$ cat src/rtl/sr_cmd_debouncer.sv
// sr_cmd_debouncer: command front end for a set/reset latch.
// Each raw button is synchronized and then debounced. Every accepted press
// becomes a fixed-width pulse on s or r. s and r are never high together.
//
// Ports:
//   clk        system clock, rising edge
//   rst_n      asynchronous active-low reset
//   set_btn    raw set button (asynchronous, may bounce)
//   reset_btn  raw reset button (asynchronous, may bounce)
//   s          registered set command to the latch
//   r          registered reset command to the latch
//   busy       registered, high whenever the FSM is not IDLE
//   conflict   registered one-cycle flag: set and reset accepted together
//
// Build option:
//   SR_SET_PRIORITY_EN  when defined, a simultaneous set+reset request
//                       drives s. When undefined, it drives r.

module sr_cmd_debouncer #(
    parameter int unsigned DEBOUNCE_CYCLES = 4,
    parameter int unsigned PULSE_WIDTH     = 2
) (
    input  logic clk,
    input  logic rst_n,
    input  logic set_btn,
    input  logic reset_btn,
    output logic s,
    output logic r,
    output logic busy,
    output logic conflict
);

    localparam int unsigned CNT_W = (DEBOUNCE_CYCLES > 1) ? $clog2(DEBOUNCE_CYCLES) : 1;
    localparam int unsigned PW_W  = (PULSE_WIDTH > 1) ? $clog2(PULSE_WIDTH) : 1;
    localparam logic [CNT_W-1:0] CNT_MAX = CNT_W'(DEBOUNCE_CYCLES - 1);
    localparam logic [PW_W-1:0]  PW_LOAD = PW_W'(PULSE_WIDTH - 1);

    typedef enum logic [1:0] {
        ST_IDLE         = 2'd0,
        ST_PULSE        = 2'd1,
        ST_WAIT_RELEASE = 2'd2
    } state_e;

    // Channel index 0 is set, index 1 is reset.
    logic [1:0]            sync1_q, sync1_d;
    logic [1:0]            sync2_q, sync2_d;
    logic [1:0]            level_q, level_d;
    logic [1:0][CNT_W-1:0] db_cnt_q, db_cnt_d;
    logic [1:0]            req_q, req_d;
    state_e                state_q, state_d;
    logic [PW_W-1:0]       pcnt_q, pcnt_d;
    logic                  sel_set_q, sel_set_d;
    logic                  s_q, s_d;
    logic                  r_q, r_d;
    logic                  busy_q, busy_d;
    logic                  conflict_q, conflict_d;

    // Two-flop synchronizer, debounce counters and rising-edge requests.
    always_comb begin
        sync1_d  = {reset_btn, set_btn};
        sync2_d  = sync1_q;
        level_d  = level_q;
        db_cnt_d = '0;
        for (int i = 0; i < 2; i++) begin
            if (sync2_q[i] != level_q[i]) begin
                if (db_cnt_q[i] == CNT_MAX) begin
                    level_d[i] = ~level_q[i];
                end else begin
                    db_cnt_d[i] = db_cnt_q[i] + CNT_W'(1);
                end
            end
        end
        // The request is taken from the next level, so it is registered
        // together with the level change and no extra cycle is added.
        req_d = level_d & ~level_q;
    end

    // Command FSM next state and registered outputs.
    always_comb begin
        state_d    = state_q;
        pcnt_d     = pcnt_q;
        sel_set_d  = sel_set_q;
        conflict_d = 1'b0;
        unique case (state_q)
            ST_IDLE: begin
                if (req_q != 2'b00) begin
                    state_d = ST_PULSE;
                    pcnt_d  = PW_LOAD;
                    if (req_q == 2'b11) begin
                        conflict_d = 1'b1;
`ifdef SR_SET_PRIORITY_EN
                        sel_set_d  = 1'b1;
`else
                        sel_set_d  = 1'b0;
`endif
                    end else begin
                        sel_set_d = req_q[0];
                    end
                end
            end
            ST_PULSE: begin
                if (pcnt_q == '0) begin
                    state_d = ST_WAIT_RELEASE;
                end else begin
                    pcnt_d = pcnt_q - PW_W'(1);
                end
            end
            ST_WAIT_RELEASE: begin
                // Requests seen here are dropped; both buttons must release.
                if (level_q == 2'b00) begin
                    state_d = ST_IDLE;
                end
            end
            default: begin
                state_d = ST_IDLE;
            end
        endcase
        // s and r both come from a single select bit, so they are exclusive.
        s_d    = (state_d == ST_PULSE) &&  sel_set_d;
        r_d    = (state_d == ST_PULSE) && !sel_set_d;
        busy_d = (state_d != ST_IDLE);
    end

    // All state registers.
    always_ff @(posedge clk or negedge rst_n) begin
        if (!rst_n) begin
            sync1_q    <= '0;
            sync2_q    <= '0;
            level_q    <= '0;
            db_cnt_q   <= '0;
            req_q      <= '0;
            state_q    <= ST_IDLE;
            pcnt_q     <= '0;
            sel_set_q  <= 1'b0;
            s_q        <= 1'b0;
            r_q        <= 1'b0;
            busy_q     <= 1'b0;
            conflict_q <= 1'b0;
        end else begin
            sync1_q    <= sync1_d;
            sync2_q    <= sync2_d;
            level_q    <= level_d;
            db_cnt_q   <= db_cnt_d;
            req_q      <= req_d;
            state_q    <= state_d;
            pcnt_q     <= pcnt_d;
            sel_set_q  <= sel_set_d;
            s_q        <= s_d;
            r_q        <= r_d;
            busy_q     <= busy_d;
            conflict_q <= conflict_d;
        end
    end

    assign s        = s_q;
    assign r        = r_q;
    assign busy     = busy_q;
    assign conflict = conflict_q;

endmodule

$ cat config.mk
export PLATFORM = sky130hd
export DESIGN_NAME = sr_cmd_debouncer
export DESIGN_NICKNAME = d
export VERILOG_FILES = /design/src/rtl/sr_cmd_debouncer.sv
export SDC_FILE = /design/constraint.sdc
export NUM_CORES = 1
export LEC_CHECK = 0
export ABC_AREA = 1
export CORE_MARGIN = 8
export CORE_UTILIZATION = 51
export DETAILED_ROUTE_END_ITERATION = 10
export PLACE_DENSITY_LB_ADDON = 0.15
export RECOVER_POWER = 100
export SETUP_SLACK_MARGIN = 0.1
export SYNTH_ARGS = -nofsm -noshare
export SYNTH_HDL_FRONTEND = slang
export SYNTH_SLANG_ARGS = --single-unit
$ cat constraint.sdc
create_clock -name clk -period 1.3 [get_ports clk]
set_clock_uncertainty 0.1 [all_clocks]
set_input_delay 0.26 -clock clk [delete_from_list [all_inputs] [get_ports clk]]
set_output_delay 0.26 -clock clk [all_outputs]
set_load 0.01 [all_outputs]
# After elaboration in Yosys (flattened, before gate mapping)
# Index checks and enable logic that the tools add are counted.
totals:
  reg_bits: 20
  input_bits: 4
  out_inout_bits: 4
classes:
  add_sub_neg: 3
  n_eq_ne: 9
  n_mux: 21
  bitwise_logic: 4
  reduce_logical: 9
op_table:
  columns: ["op", "n"]
  rows:
  - ["2-to-1 mux 2 bit", 7]
  - ["2-to-1 mux 1 bit", 12]
  - ["equality test 2 bit, second input constant", 4]
  - ["one-hot mux 2 bit (3 select lines)", 1]
  - ["nonzero test 2 bit", 3]
  - ["adder 2 x 1 -> 2 bit, second input constant", 2]
  - ["equality test 2 x 1 -> 1 bit, second input constant", 2]
  - ["logical NOT 2 bit", 2]
  - ["AND 2 bit", 1]
  - ["logical AND 1 bit", 2]
  - ["!= test 1 bit", 2]
  - ["!= test 2 bit, second input constant", 1]
  - ["inverter 1 bit", 2]
  - ["inverter 2 bit", 1]
  - ["one-hot mux 1 bit (2 select lines)", 1]
  - ["AND reduction 2 bit", 1]
  - ["logical NOT 1 bit", 1]
  - ["subtractor 1 bit, second input constant", 1]

# Depth between registers and ports, before layout
# Gate-level depths: netlist (run 1).
logic_depth:
  ltp_word: 6
  depth_mapped: 6
  mapped_depth_nobuf: 6

# Worst setup path before layout (run 1)
# Ideal clock, no wire load.
synth_path:
  path_kind: "reg2reg"
  start: "register state_q[1]"
  end: "register r_q (netlist: r)"
  setup_ns: 0.113
  arrival_time_ns: 0.782
  setup_slack_ns: 0.305
  path_stages_with_launch: 7
  n_path_buf: 0
  path_cell_list: "dfrtp_1 > nor2_2 > nand2_1 > nand2_1 > nand2_2 > nand2_1 > inv_1"
synth_between:
  elab_chain_cells: 4
  word_cells_on_any_way: 11
  cone_classes: "3 x eq/ne; 5 x mux; 3 x reduce/logical"
synth_lines:
  columns: ["item", "line_no", "source"]
  rows:
  - ["start: declaration", "50", "state_e state_q, state_d;"]
  - ["start signal: assignment", "145", "state_q <= state_d;"]
  - ["equality test 2 bit, or another cell as far along", "84", "unique case (state_q)"]
  - ["one-hot mux 2 bit (3 select lines) or 2-to-1 mux 1 bit (tied branches)", "84", null]
  - ["equality test 2 x 1 -> 1 bit or logical NOT 1 bit (tied branches)", "120", "r_d = (state_d == ST_PULSE) && !sel_set_d;"]
  - ["logical AND 1 bit *", "120", null]
  - ["named net r_d", "54", "logic r_q, r_d;"]
  - ["end signal: assignment", "149", "r_q <= r_d;"]
  - ["end: declaration", "54", null]
# Mark *: on every way through the listed nets, which the timed path passes. The rest lies on a longest branch.
# A chain may end at the register's enable or synchronous reset.

# Worst setup path after layout (run 1)
layout_path:
  start: "register s_q (netlist: s)"
  end: "output port s"
layout_lines:
  columns: ["item", "line_no", "source"]
  rows:
  - ["start: declaration", "53", "logic s_q, s_d;"]
  - ["start signal: assignment", "135", "s_q <= 1'b0;"]
  - ["start signal: assignment", "148", "s_q <= s_d;"]
  - ["end: declaration", "27", "output logic s,"]
# No word-level cell between the ends.

==> flow_summary.toml, run 1 <==
[sta]
slew_headroom_pct = 69.00
slew_viol_final = 0
period_share_pct = 87.78
tns_ns = 0
tightest_slew_ns = 0.4650
rsz0062_at_grt = "yes"
holdWs_ns = 0.2641
max_freq_mhz = 876.3
setup_viol_count_final = 0
fin_crit_ns = 1.141
final_hold_viol_count = 0

[route]
dr_wl_met3_um = 88
wl_met2_um = 442
drcViolationCount = 0
routedWlPerCell_um = 10.17
wirelength_met1_um = 432
routed.top_layer = "met4"
drt_iter0_markers = 17
vias = 456
drt-total-wl_um = 976
first_pass_iters = 4
detail-route-antenna-nets = 0
via_per_inst = 4.750

[clocking]
cts.path.max_buffers = 2
cts_hold_buf = 0
clock-sinks = 20
numCtsBuffers = 3
clkLatencyLatePin_ns = 0.29
ctsHtreeMaxLevel = 1
cts_tree = "done"
clock-root-buffer = "clkbuf_4"
clk_pin_slew_ns = 0.10

[critical_path]
crit_slowest_cell = "dfrtp_1"
cp-end-kind = "output pin"
cp_num_buf_inv = 1
cpPeakStageDelay_ns = 0.37
path_max_fanout = 1
cp.arrival_ns = 0.78
start_kind = "flop"
cp.required_ns = 0.94
critPathKind = "reg -> out"
path_cells = "clkbuf_1"
critPathTopFamily = "flip-flops"

[logic_synthesis]
ys_ff_latch = 20
yosysTopAreaCell = "dfrtp_1"
synth_most_common_cell = "dfrtp_1"
synthArstFlopShare_pct = 100.0
synth_area_um2 = 730.7
synth_top_cells_by_count = "20 x dfrtp_1, 14 x inv_1, 10 x nand2_1"
synth_edf_count = 0
synthCells = 68
ys_seq_area_share_pct = 68.49
synth_area_leaders = "dfrtp_1 68%, inv_1 7.2%, nand2_1 5.1%"
ys_types = 12
synth_warnings = 0
synth_ff_type = "dfrtp_1"
synth_top_area_share_pct = 68.49
synth_nets = 74
avgSynthCellArea_um2 = 10.75

[worst_hold_path]
hp-class = "reg -> reg"

[global_routing]
grt_pass1_wl_um = 1725
grt_remaining_overflow = 0
grt_antenna_before_repair = 0
grt_use_total_pct = 8.305
grt_max_degree = 21
grt_pass1_vias = 420

[floorplan]
rows = 13
dieArea_um2 = 2900
die_w_um = 53.85
ios = 8
coreArea_um2 = 1318
fp.dieH_um = 53.85
start_util_pct = 55.46

[placement]
placed_area_um2 = 827.0
place_congestion = 0.6758
dp_hpwl_um = 711.2
io_buffers = 7

[finish]
drive_gt1_share_pct = 8.642
fin_area_um2 = 834.6
n_antenna_cell = 0
num-nets-final = 88
final.fill_count = 113
syn2layout_area_growth_pct = 14.21

[status]
status = "complete, no violations"

[power]
power_density_nw_per_um2 = 1922
leakage_nw = 0.4405
peakVddDrop_uv = 1194

[run]
maxCapViolCount = 0
==> flip-flops by register name (all words and copies together), names as in the netlist, 2 cells and up <==
signal / cells
sync1_q: 2
sync2_q: 2
state_q: 2
level_q: 2
db_cnt_q: 4
req_q: 2
==> placed cells by master (no fill, tap or decap), drive strengths merged <==
cell type    netlist  routed
inv               15      15
xnor2              2       2
nor2               7       7
nor3               4       4
nand3              2       2
o21ai              4       4
ha                 2       2
dlygate4sd3        0       3
nand2             12      12
dfrtp             20      20
clkbuf             0      10
==> path summary, 6_finish.rpt <==
check,startpoint,to,slack (ns),depth (start not counted)
hold / removal,sync1_q[1]$_DFF_PN0_,sync2_q[1]$_DFF_PN0_,0.26,0
hold reg to reg,sync1_q[1]$_DFF_PN0_,sync2_q[1]$_DFF_PN0_,0.26,0
setup reg to reg,state_q[1]$_DFF_PN0_,s$_DFF_PN0_,0.16,5
max in group asynchronous,rst_n,db_cnt_q[3]$_DFF_PN0_,0.44,2
setup / recovery,s$_DFF_PN0_,s,0.16,1
min in group asynchronous,rst_n,conflict$_DFF_PN0_,0.34,2
==> power breakdown <==
part           leakage (nW)  internal, W  switching (W)
logic                 0.161     0.000152       0.000234
registers             0.259     0.000784      0.0000970
clock network        0.0210     0.000171       0.000166
==> through the flow <==
step / total power (W) / instances / setup slack, ns / util (%)
4_1_cts: 0.001641 / 95 / 0.1313 / 64.01
5_1_grt: 0.001739 / 96 / 0.06756 / 63.34
6_report: 0.001604 / 96 / 0.1588 / 63.34
2_1_floorplan: 0.001183 / 68 / 0.3050 / -
3_3_place_gp: 0.001294 / 91 / 0.1134 / 62.77
3_5_place_dp: 0.001314 / 91 / 0.1060 / 62.77
==> cell type report <==
cell class                      instances  area, um^2  area share (%)
Sequential cell                        20       500.5           59.97
Multi-Input combinational cell         33       168.9           20.24
Tap cell                               15       18.77           2.249
Inverter                               15       56.30           6.747
Clock buffer                            4       36.28           4.348
Timing Repair Buffer                    9       53.80           6.447
==> metal layers <==
| layer | track usage [%] | vias up |
|---|---|---|
| met4 | 6.303 | 0 |
| li1 | - | 230 |
| met1 | 9.031 | 210 |
| met3 | 3.306 | 2 |
| met5 | 0 | - |
| met2 | 12.74 | 14 |
==> what timing repair did <==
action | in CTS | in global routing
endpoints found under the setup margin | 4 | 2
gates resized for setup | 16 | 0
pin swaps | 0 | 0
setup buffers | 0 | 1
==> cell families (layout without fill, tap and decap cells) <==
logic type / after synthesis / in the layout / synth area share, %
simple gates: 25 / 25 / 15.24
buf+inv: 15 / 28 / 7.705
xor+xnor: 2 / 2 / 2.398
compound gates: 4 / 4 / 2.740
fa+ha+maj: 2 / 2 / 3.424
flops: 20 / 20 / 68.49
Note: power is estimated with default switching activity, not from simulation.
==> run 2: changes to the inputs <==
- CAP_MARGIN: not set -> 20
- SKIP_LAST_GASP: not set -> 1
- SLEW_MARGIN: not set -> 20
==> results of run 2 <==
Final layout, timing and power as in run 1 (identical DEF).
